## src/rtl/arcade_input_mapper.sv

```systemverilog
// rtl/arcade_input_mapper.sv - PS/2 + joystick player input front end with autofire, coin stretch and SOCD
module arcade_input_mapper #(
   parameter int  PLAYERS      = 2,
   parameter int  BUTTONS      = 3,
   parameter real CLK_FREQ     = 96.0,
   parameter int  AUTOFIRE_HZ  = 10,
   parameter int  COIN_MS      = 100,
   parameter bit  SOCD_NEUTRAL = 1'b1
) (
   input  logic                         clk,
   input  logic                         reset,
   input  logic [10:0]                  ps2_key,
   input  logic [PLAYERS*16-1:0]        joystick,
   input  logic [PLAYERS*BUTTONS-1:0]   autofire_en,
   output logic [PLAYERS*4-1:0]         joy,
   output logic [PLAYERS*BUTTONS-1:0]   buttons,
   output logic [PLAYERS-1:0]           start,
   output logic [PLAYERS-1:0]           coin,
   output logic                         pause
);

   localparam real AF_REAL     = CLK_FREQ * 1.0e6 / (2.0 * AUTOFIRE_HZ);
   localparam int  AF_CALC     = $rtoi(AF_REAL + 0.5);
   localparam int  AF_HALF     = (AF_CALC < 1) ? 1 : AF_CALC;
   localparam real COIN_REAL   = CLK_FREQ * 1000.0 * COIN_MS;
   localparam int  COIN_CALC   = $rtoi(COIN_REAL + 0.5);
   localparam int  COIN_CYCLES = (COIN_CALC < 1) ? 1 : COIN_CALC;
   localparam int  AFW         = $clog2(AF_HALF + 1);
   localparam int  CW          = $clog2(COIN_CYCLES + 1);

   // Keyboard state; only players 1 and 2 have keys. Direction nibble is {up, down, right, left}.
   logic       armed;
   logic       old_toggle;
   logic [7:0] key_dir;
   logic [5:0] key_btn;
   logic [1:0] key_start;
   logic [1:0] key_coin;
   logic       key_pause;

   logic [PLAYERS*4-1:0]       raw_dir;
   logic [PLAYERS*4-1:0]       dir_n;
   logic [PLAYERS*BUTTONS-1:0] raw_btn;
   logic [PLAYERS-1:0]         raw_start;
   logic [PLAYERS-1:0]         raw_coin;
   logic [PLAYERS-1:0]         raw_coin_q;
   logic                       raw_pause;
   logic                       raw_pause_q;
   logic [AFW-1:0]             af_cnt;
   logic                       phase;
   logic [CW-1:0]              coin_cnt [PLAYERS];

   // Key decode: ignore the toggle level seen on the first clock after reset
   always_ff @(posedge clk or posedge reset) begin
      if (reset) begin
         armed      <= 1'b0;
         old_toggle <= 1'b0;
         key_dir    <= '0;
         key_btn    <= '0;
         key_start  <= '0;
         key_coin   <= '0;
         key_pause  <= 1'b0;
      end else begin
         old_toggle <= ps2_key[10];
         armed      <= 1'b1;
         if (armed && (ps2_key[10] != old_toggle)) begin
            case (ps2_key[7:0])
               8'h75: key_dir[3]   <= ps2_key[9];
               8'h72: key_dir[2]   <= ps2_key[9];
               8'h74: key_dir[1]   <= ps2_key[9];
               8'h6B: key_dir[0]   <= ps2_key[9];
               8'h14: key_btn[0]   <= ps2_key[9];
               8'h11: key_btn[1]   <= ps2_key[9];
               8'h29: key_btn[2]   <= ps2_key[9];
               8'h16: key_start[0] <= ps2_key[9];
               8'h2E: key_coin[0]  <= ps2_key[9];
               8'h4D: key_pause    <= ps2_key[9];
               8'h2D: key_dir[7]   <= ps2_key[9];
               8'h2B: key_dir[6]   <= ps2_key[9];
               8'h34: key_dir[5]   <= ps2_key[9];
               8'h23: key_dir[4]   <= ps2_key[9];
               8'h1C: key_btn[3]   <= ps2_key[9];
               8'h1B: key_btn[4]   <= ps2_key[9];
               8'h15: key_btn[5]   <= ps2_key[9];
               8'h1E: key_start[1] <= ps2_key[9];
               8'h36: key_coin[1]  <= ps2_key[9];
               default: ;
            endcase
         end
      end
   end

   // Raw merge of key registers and joystick bits, then opposite-direction neutralisation
   always_comb begin
      raw_dir   = '0;
      raw_btn   = '0;
      raw_start = '0;
      raw_coin  = '0;
      raw_pause = key_pause;
      for (int p = 0; p < PLAYERS; p++) begin
         raw_dir[4*p+3] = joystick[16*p+3];
         raw_dir[4*p+2] = joystick[16*p+2];
         raw_dir[4*p+1] = joystick[16*p+0];
         raw_dir[4*p+0] = joystick[16*p+1];
         for (int b = 0; b < BUTTONS; b++)
            raw_btn[BUTTONS*p+b] = joystick[16*p+4+b];
         raw_start[p] = joystick[16*p+10];
         raw_coin[p]  = joystick[16*p+11];
         raw_pause    = raw_pause | joystick[16*p+12];
         if (p < 2) begin
            raw_dir[4*p +: 4] = raw_dir[4*p +: 4] | key_dir[4*p +: 4];
            raw_start[p]      = raw_start[p] | key_start[p];
            raw_coin[p]       = raw_coin[p] | key_coin[p];
            for (int b = 0; b < BUTTONS && b < 3; b++)
               raw_btn[BUTTONS*p+b] = raw_btn[BUTTONS*p+b] | key_btn[3*p+b];
         end
      end
      dir_n = raw_dir;
      for (int p = 0; p < PLAYERS; p++) begin
         if (SOCD_NEUTRAL && raw_dir[4*p+3] && raw_dir[4*p+2]) begin
            dir_n[4*p+3] = 1'b0;
            dir_n[4*p+2] = 1'b0;
         end
         if (SOCD_NEUTRAL && raw_dir[4*p+1] && raw_dir[4*p+0]) begin
            dir_n[4*p+1] = 1'b0;
            dir_n[4*p+0] = 1'b0;
         end
      end
   end

   // Free-running autofire phase generator
   always_ff @(posedge clk or posedge reset) begin
      if (reset) begin
         af_cnt <= '0;
         phase  <= 1'b0;
      end else if (af_cnt == AFW'(AF_HALF - 1)) begin
         af_cnt <= '0;
         phase  <= ~phase;
      end else begin
         af_cnt <= af_cnt + 1'b1;
      end
   end

   // Registered direction, button and start outputs
   always_ff @(posedge clk or posedge reset) begin
      if (reset) begin
         joy     <= '0;
         buttons <= '0;
         start   <= '0;
      end else begin
         joy     <= dir_n;
         buttons <= raw_btn & ~(autofire_en & {(PLAYERS*BUTTONS){~phase}});
         start   <= raw_start;
      end
   end

   // Coin pulse stretcher: reload on each raw rising edge, count down to zero
   always_ff @(posedge clk or posedge reset) begin
      if (reset) begin
         raw_coin_q <= '0;
         for (int p = 0; p < PLAYERS; p++)
            coin_cnt[p] <= '0;
      end else begin
         raw_coin_q <= raw_coin;
         for (int p = 0; p < PLAYERS; p++) begin
            if (raw_coin[p] && !raw_coin_q[p])
               coin_cnt[p] <= CW'(COIN_CYCLES);
            else if (coin_cnt[p] != '0)
               coin_cnt[p] <= coin_cnt[p] - 1'b1;
         end
      end
   end

   // Coin output is high while its counter is running
   always_comb begin
      coin = '0;
      for (int p = 0; p < PLAYERS; p++)
         coin[p] = (coin_cnt[p] != '0);
   end

   // Pause latch toggles on a rising edge of the combined pause request
   always_ff @(posedge clk or posedge reset) begin
      if (reset) begin
         raw_pause_q <= 1'b0;
         pause       <= 1'b0;
      end else begin
         raw_pause_q <= raw_pause;
         if (raw_pause && !raw_pause_q)
            pause <= ~pause;
      end
   end

endmodule

```

## config.mk

```make
export PLATFORM = sky130hd
export DESIGN_NAME = arcade_input_mapper
export DESIGN_NICKNAME = d
export VERILOG_FILES = /design/src/rtl/arcade_input_mapper.sv
export SDC_FILE = /design/constraint.sdc
export NUM_CORES = 1
export LEC_CHECK = 0
export BUFFER_PORTS_ARGS = -buffer_cell sky130_fd_sc_hd__buf_2
export CORE_MARGIN = 3
export CORE_UTILIZATION = 30
export DETAILED_ROUTE_END_ITERATION = 12
export MAX_ROUTING_LAYER = met4
export PLACE_DENSITY = 0.51
export SKIP_CTS_REPAIR_TIMING = 1
export SLEW_MARGIN = 30
export SYNTH_ARGS = -nofsm -noshare
export SYNTH_HDL_FRONTEND = slang
export SYNTH_SLANG_ARGS = --single-unit
```

## constraint.sdc

```tcl
create_clock -name clk -period 3.5 [get_ports clk]
set_input_delay 0.7 -clock clk [delete_from_list [all_inputs] [get_ports clk]]
set_output_delay 0.7 -clock clk [all_outputs]
set_load 0.01 [all_outputs]
```

==> out/results.ini, run 1 <==
[outcome]
status=complete, no violations

[logic_synthesis]
synthMuxAreaShare=0.03965
yosys.cell_types.count=48
synthCells=534
synth_top_cell_area_share=0.5240
synth-async-reset-ratio=1.000
synth_nets=590
synthSimpleGateAreaFrac=0.2655
yosysWarningCount=0
synth-xor-area-share=0.07953
synth.yosys.seq_area_share=0.5240
synth_top_family_by_area=simple AND/OR/NAND/NOR gates
ys_top_cells_by_area=dfrtp_1, xnor2_1, nor2_1
yosys.area.top_type=dfrtp_1
synth_edf_count=0
ys_seq_elements=113
synth_area_mm2=0.005396
avgSynthCellArea_um2=10.11
synth_adder_area_share=0.01159
synth_compound_area_frac=0.06144
synthFlopType=dfrtp_1

[timing]
rsz0062_at_grt=no
finClkSkew_ns=0.005882
tns_ns=0
maxSlewHeadroom=0.4547
fmax_mhz=338.2
min_period_ns=2.957
hold_viol=0
slew_violations=0
finalSetupViolCount=0
finalCritPeriodShare=0.8449
worst_slew_pin_slew_ns=0.8117
fin_hold_ws_ns=0.3018
fin_ws_ns=0.5429

[global_route]
grt_pass1_wl_um=20440
grt_pass1_vias=4247
grt_antenna_before_repair=0
grt_start_max_net_pins=47
grt_overflow=0
track_usage=0.1309

[pwr]
switching_power_mw=1.025
swShare=0.2698
power_frac_seq=0.410
powerDensity_mw_per_mm2=578.2
intPower_mw=2.775
pwr-share-clk=0.432
leakagePower_nw=2.782
power_mw=3.800
combPwrFrac=0.158
ir_drop_mv=0.3531

[setup_path]
crit_start=coin_cnt[40]
r2r-start=coin_cnt[24]
end_kind=primary output
path_cells=nor4_1 -> nand4_1 -> nor2_1 -> inv_1 -> buf_2
critPathArrivalTime_ns=2.26
crit_fanout=7
critPathTopFamily=simple AND/OR/NAND/NOR gates
required_ns=2.80
slowest_stage=nor4_1
slowest_delay_ns=0.64
startpoint_type=flop
worst-setup-path-type=flop to primary output
cp_num_buf_inv=2

[die]
design.core.area_mm2=0.01748
fp-row-count=48
initial_core_util=0.3088
die-area_mm2=0.01963
die_y_um=140.1
boundaryPins=70
die_x_um=140.1

[place]
port_buffers=56
pre_cts_ws_ns=0.9615
dpl_cell_area_mm2=0.006003
dp_hpwl_um=8166
gp_congestion=0.8247

[final_layout]
syn_to_final_growth_pct=21.79
fin_nets=664
antennaDiodeCount=0
mostFrequentLayoutCells=dfrtp_1, nor2_1, buf_2
layout.cells.most_common=dfrtp_1
final_area_mm2=0.006573
drive_above_1_share=0.2081

[routing]
routed_wl_um=11570
wire_per_inst_um=13.69
antenna_left=0
vias_per_cell=4.915
dr_total_vias=4153
firstDrtPassIters=5
drc=0
drt_iter0_markers=262

[cts]
cts_made_buffers=17
clkSlewWorstSetupHoldPaths_ns=0.05
cts.sinks=113
cts_max_path_buffers=2
clk_latency_ns=0.41
cts_root_buf=clkbuf_16
htree_levels=4
cts_tree=built

[run]
cap_viol_max_count=0

[worst_hold_path]
holdCritPathClass=primary input to asynchronous set/reset pin

## cell families after synthesis
family,Yosys count
AND/OR/NAND/NOR,268
flip-flops,113
AO/OA/AOI/OAI,57
XOR/XNOR,49
buffers and inverters,22
multiplexers,19
adder cells (fa/ha/maj),5
other,1
## power by group through the flow
stage / Clock, mW / Sequential, mW / Combinational (mW)
global placement: 0 / 1.57 / 0.595
CTS: 1.69 / 1.56 / 0.609
floorplan: 0 / 1.56 / 0.429
finish: 1.64 / 1.56 / 0.601
detailed placement: 0 / 1.58 / 0.605
global route: 1.75 / 1.58 / 0.696
## final timing paths
path                           endpoint  slack, ns  cells past startpoint
setup / recovery                coin[0]       0.54                      5
hold / removal             coin_cnt[43]       0.30                      2
setup reg to reg           coin_cnt[38]       1.03                      7
hold reg to reg                  joy[2]       0.46                      1
max in group asynchronous    buttons[4]       2.50                      3
min in group clk             old_toggle       0.42                      1
## final cells by class
| cell class | count | area (µm²) |
|---|---|---|
| clock buffer | 26 | 519.2 |
| inverter | 9 | 37.54 |
| sequential | 113 | 2828 |
| clock inverter | 5 | 50.05 |
| tap | 225 | 281.5 |
| timing repair buffer | 68 | 382.9 |
| fill | 1729 | 10900 |
| multi-input combinational | 399 | 2474 |
## through the flow
step,util,instances
final,0.3761,845
after global routing,0.3761,845
after CTS,0.3761,845
after detailed placement,0.3435,814
after global placement,0.3435,814
after floorplan,-,534
## worst reg2reg max path: stages, from the launching register on
cell      delay (ns)
dfrtp_1         0.38
inv_1           0.11
ha_1            0.18
or3b_2          0.51
nor3_1          0.70
nand4b_1        0.21
xor2_1          0.18
nand2_1         0.07
## state kept, by name, summed over array words and instances, names as in the netlist, 2 cells and up
signal and cells:
af_cnt 23, buttons 6, coin_cnt 48, joy 8, key_btn 6, key_coin 2
key_dir 8, key_start 2, raw_coin_q 2, start 2
## per-layer routing
layer,GRT usage,share of wire,vias up
met2,0.2026,0.48,70
met5,-,0,-
li1,-,-,2056
met3,0.03960,0.039,14
met4,0.04488,0.013,0
met1,0.1641,0.47,2013
## cells in the mapped netlist (all sizes together) (3+ instances only)
library cell,n
nand2,31
nand2b,10
mux2,19
or4,4
o211ai,3
or3,16
dfrtp,113
clkbuf,6
nor2b,9
xor2,17
xnor2,32
inv,9
a31oi,3
ha,5
nor2,65
nand3b,7
nand3,25
a21oi,20
o21a,4
nor3,33
or2,7
and3,7
and4,4
o21ai,19
nand4,18
buf,7
nor4,18
nor4b,3
Power figures use the tool's default switching activity.
==> run 2, diff against run 1 <==
PLACE_DENSITY = 0.49   (was 0.51)
clock period = 3.1 ns   (was 3.5 ns; I/O delays follow)
==> run 2 against run 1 <==
Effect of this change: clock skew increased by 0.0011 ns; register-to-register slack got worse by 0.29 ns; routed wire length increased by 1.8%; via count increased by 0.82%; core utilization increased by 0.19 points; critical path type unchanged.
==> out/results.ini, run 2 (synthesis results as in run 1) <==
[setup_path]
r2r_cells=5  ; -2
critPathArrivalTime_ns=2.15  ; -0.11 ns
worst-setup-path-type=flop to primary output
crit_start=coin_cnt[37]
startpoint_type=flop
crit_fanout=7  ; unchanged
r2r-start=coin_cnt[26]
required_ns=2.48  ; -0.32 ns
end_kind=primary output
rr_endpoint=coin_cnt[39]
r2r_slack_ns=0.74  ; -0.29 ns

[timing]
maxSlewHeadroom=0.4511  ; -0.003626
finalCritPeriodShare=0.8930
slew_violations=0  ; unchanged
min_period_ns=2.768
finalSetupViolCount=0  ; unchanged
fin_hold_ws_ns=0.2956  ; -0.006236 ns
fmax_mhz=361.2
finClkSkew_ns=0.006958  ; +0.001076 ns
worst_slew_pin_slew_ns=0.8159  ; +0.004160 ns
tns_ns=0  ; unchanged
rsz0062_at_grt=no
hold_viol=0  ; unchanged

[die]
boundaryPins=70  ; unchanged
fp-row-count=48  ; unchanged
design.core.area_mm2=0.01748  ; unchanged
die_x_um=140.1  ; unchanged
die_y_um=140.1  ; unchanged
die-area_mm2=0.01963  ; unchanged
initial_core_util=0.3088  ; unchanged

[final_layout]
regArea_mm2=0.002828  ; unchanged
multi_input_area_mm2=0.002474  ; unchanged
drive_above_1_share=0.2135  ; +0.005419
syn_to_final_growth_pct=22.40
fin_nets=666  ; +0.30%
fillerInstances=1737  ; +0.46%
layout.cells.most_common=dfrtp_1
reg_top3=coin_cnt x48, af_cnt x23
mostFrequentLayoutCells=dfrtp_1, nor2_1, buf_2
regMostFlops=coin_cnt
largest_reg_flops=48  ; unchanged

[routing]
antenna_left=0  ; unchanged
routed_wl_um=11780  ; +1.8%
drc=0  ; unchanged
firstDrtPassIters=4  ; -1
wire_per_inst_um=13.87  ; +1.3%
drt_iter0_markers=196  ; -25%
dr_total_vias=4187  ; +0.82%
vias_per_cell=4.932  ; +0.34%

[global_route]
track_usage=0.1340  ; +0.003102
grt_overflow=0  ; unchanged
grt_pass1_vias=4385  ; +3.2%
grt_pass1_wl_um=20810  ; +1.8%
grt_start_max_net_pins=37  ; -21%
grt_antenna_before_repair=0  ; unchanged

[pwr]
combPwrFrac=0.159  ; about the same
intPower_mw=3.098  ; +12%
power_frac_seq=0.408  ; -0.002
power_mw=4.326  ; +14%
switching_power_mw=1.229  ; +20%
pwr-share-clk=0.433  ; about the same
leakagePower_nw=2.776  ; -0.19%
powerDensity_mw_per_mm2=655.0  ; +13%
swShare=0.2840  ; +0.01427
ir_drop_mv=0.3740  ; +5.9%

[cts]
cts.sinks=113  ; unchanged
htree_levels=4  ; unchanged
cts_made_buffers=17  ; unchanged
cts_max_path_buffers=2  ; unchanged
clkSlewWorstSetupHoldPaths_ns=0.05  ; about the same
cts_root_buf=clkbuf_16
clk_latency_ns=0.41  ; about the same
cts_tree=built

[place]
gp_congestion=0.8321  ; +0.90%
dp_hpwl_um=8336  ; +2.1%
port_buffers=56  ; unchanged

[run]
cap_viol_max_count=0  ; unchanged

[outcome]
status=complete, no violations

[worst_hold_path]
holdCritPathClass=primary input to asynchronous set/reset pin

run 2: cell types whose count changed in the layout (fill, tap and decap cells not counted), sizes merged:
cell,delta
buf,+2
bufinv,+1
clkbuf,-7
clkinv,+1
clkinvlp,+5
diode,+1
inv,+1
run 2: worst max-delay path: stages, from the launching register on:
cell and delay (ns):
dfrtp_1 0.44, nor4_1 0.45, nand4_1 0.30, nor2_1 0.22, inv_1 0.15, buf_2 0.17
run 2: layout make-up:
type / instances / share of cell area
antenna: 1 / 0.0003789
clock buffer: 19 / 0.06554
clock inverter: 13 / 0.02103
inverter: 9 / 0.005683
multi-input combinational: 399 / 0.3745
sequential: 113 / 0.4281
tap: 225 / 0.04262
timing repair buffer: 70 / 0.06213
run 2: per-layer routing:
metal  up-vias  global-route usage  part of all wire
met5         -                   -                 0
met4         0             0.04742             0.017
met3        21             0.04712             0.044
met2        82              0.2107              0.48
met1      2023              0.1604              0.46
li1       2061                   -                 -
run 2: how the worst max path moves through the flow:
stage / cells past startpoint / end / slack [ns]
after global routing: 5 / coin[0] / 0.16
final: 5 / coin[0] / 0.33
after floorplan: 5 / coin_cnt[39] / 0.85
after global placement: 5 / coin[0] / 0.75
after CTS: 7 / coin[0] / 0.30
after detailed placement: 5 / coin_cnt[39] / 0.75
run 2: power groups by stage:
stage / sequential [mW] / clock (mW) / combinational (mW)
detailed placement: 1.78 / 0 / 0.695
floorplan: 1.76 / 0 / 0.484
CTS: 1.76 / 1.93 / 0.697
global route: 1.79 / 2.01 / 0.789
finish: 1.76 / 1.87 / 0.690
global placement: 1.78 / 0 / 0.680
run 2: stage by stage:
stage | worst slack (ns) | instances | cell area (µm²) | utilization
after global routing | 0.1633 | 848 | 6603 | 0.3778
after detailed placement | 0.7516 | 816 | 6031 | 0.3451
after global placement | 0.7539 | 816 | 6031 | 0.3451
final | 0.3316 | 849 | 6605 | 0.3779
after floorplan | 0.8510 | 534 | 5400 | -
after CTS | 0.2989 | 848 | 6603 | 0.3778
==> run 3, diff against run 2 <==
CORE_UTILIZATION = 50   (was 30)
PLACE_DENSITY = 0.73   (was 0.49)
REMOVE_ABC_BUFFERS = 1   (was default)
==> run 3 against run 2 <==
Effect of this change: clock power fell by 4%; sequential share of layout area rose by 1.1 points; sequential power barely moved; clock skew rose by 0.00072 ns; setup slack got worse by 0.12 ns.
==> out/results.ini, run 3 (synthesis results as in run 1) <==
[final_layout]
fin_nets=665  ; -0.15%
mostFrequentLayoutCells=dfrtp_1, nor2_1, buf_2
drive_above_1_share=0.2065  ; -0.007032
syn_to_final_growth_pct=19.45
antennaDiodeCount=0  ; -1
reg_top3=coin_cnt x48, af_cnt x23
fillerInstances=858  ; -51%
layout.cells.most_common=dfrtp_1
regMostFlops=coin_cnt
final_cells=756  ; -11%
largest_reg_flops=48  ; unchanged

[routing]
dr_total_vias=4272  ; +2.0%
antenna_left=0  ; unchanged
drc=0  ; unchanged
wire_per_inst_um=15.01  ; +8.2%
vias_per_cell=5.651  ; +15%
drt_iter0_markers=242  ; +23%
firstDrtPassIters=4  ; unchanged
routed_wl_um=11350  ; -3.6%

[cts]
htree_levels=4  ; unchanged
cts_made_buffers=17  ; unchanged
cts_tree=built
cts.sinks=113  ; unchanged
cts_max_path_buffers=2  ; unchanged
clk_latency_ns=0.52  ; +0.11 ns
clkSlewWorstSetupHoldPaths_ns=0.06  ; about the same
cts_root_buf=clkbuf_8

[place]
dp_hpwl_um=7866  ; -5.6%
gp_congestion=0.8621  ; +3.6%
port_buffers=56  ; unchanged
placedCellCount=726  ; -11%

[pwr]
leakagePower_nw=2.769  ; -0.25%
powerDensity_mw_per_mm2=657.4  ; +0.37%
ir_drop_mv=0.5531  ; +48%

[timing]
rsz0062_at_grt=no
slew_violations=0  ; unchanged
finClkSkew_ns=0.007681  ; +0.0007230 ns
min_period_ns=2.892  ; +0.1240 ns
finalSetupViolCount=0  ; unchanged
hold_viol=0  ; unchanged
fin_hold_ws_ns=0.2004  ; -0.09514 ns
finalCritPeriodShare=0.9330  ; +0.04001
worst_slew_pin_slew_ns=0.7843  ; -0.03158 ns
fmax_mhz=345.7  ; -4.3%
maxSlewHeadroom=0.4723  ; +0.02125

[outcome]
status=complete, no violations

[setup_path]
required_ns=2.48  ; about the same
startpoint_type=flop
end_kind=primary output
worst-setup-path-type=flop to primary output
critPathArrivalTime_ns=2.27  ; +0.12 ns
crit_fanout=7  ; unchanged

[worst_hold_path]
holdCritPathClass=primary input to asynchronous set/reset pin

[die]
die_x_um=109.9  ; -22%
initial_core_util=0.5181  ; +0.2093
die_y_um=109.9  ; -22%
boundaryPins=70  ; unchanged
die-area_mm2=0.01208  ; -38%
design.core.area_mm2=0.01042  ; -40%
fp-row-count=37  ; -23%

[global_route]
grt_antenna_before_repair=0  ; unchanged
grt_overflow=0  ; unchanged
grt_pass1_vias=4255  ; -3.0%
track_usage=0.2166  ; +0.08256
grt_pass1_wl_um=19730  ; -5.2%
grt_start_max_net_pins=55  ; +49%

[run]
cap_viol_max_count=0  ; unchanged

-- run 3: cell types whose count changed in the layout (fill, tap and decap cells not counted), sizes merged --
cell,delta
clkinv,-4
diode,-1
bufinv,-1
buf,-1
clkinvlp,-4
clkbuf,+7
-- run 3: stage by stage --
stage	util	setup slack [ns]	setup TNS [ns]	total power, mW	instance area, µm²
after detailed placement	0.5662	0.7044	0	2.471	5898
after global placement	0.5662	0.7581	0	2.433	5898
after CTS	0.6189	0.2100	0	4.269	6446
final	0.6189	0.2076	0	4.238	6446
after floorplan	-	-0.5074	-57.33	2.238	5335
after global routing	0.6189	0.002113	0	4.465	6446
-- run 3: per-layer routing --
metal | vias up | global-route usage | wire length, µm
met5 | - | - | 0
met4 | 0 | 0.07391 | 165
met3 | 15 | 0.07868 | 685
met2 | 122 | 0.3310 | 5611
met1 | 2077 | 0.2671 | 4886
li1 | 2058 | - | -
-- run 3: power breakdown --
| part | internal [mW] | total (mW) | switching [mW] |
|---|---|---|---|
| Combinational | 0.299 | 0.682 | 0.384 |
| Sequential | 1.62 | 1.77 | 0.147 |
| Clock | 1.16 | 1.79 | 0.632 |
| Total | 3.07 | 4.24 | 1.16 |
-- run 3: cell type report --
class                   instances  area (µm²)  area share
repair buffers                 69       390.4     0.06056
flip-flops and latches        113        2828      0.4387
inverters                       9       36.28    0.005629
multi-input cells             399        2474      0.3837
clock buffers                  26       498.0     0.07725
clock inverters                 4       50.05    0.007764
well taps                     136       170.2     0.02640
-- run 3: path summary, 6_finish.rpt --
kind / startpoint / to / slack, ns / cells after the start
max in group asynchronous: reset / key_pause / 2.20 / 3
worst max register to register: coin_cnt[27] / coin_cnt[43] / 0.67 / 5
min in group clk: ps2_key[10] / old_toggle / 0.24 / 1
worst max-delay path: coin_cnt[37] / coin[0] / 0.21 / 5
worst min-delay path: reset / coin_cnt[2] / 0.20 / 2
worst min register to register: key_dir[7] / joy[6] / 0.46 / 1
-- run 3: critical path, stage by stage, from the launching register on --
cell	delay, ns
dfrtp_1	0.42
nor4_1	0.48
nand4_1	0.32
nor2_1	0.21
inv_1	0.15
buf_2	0.17
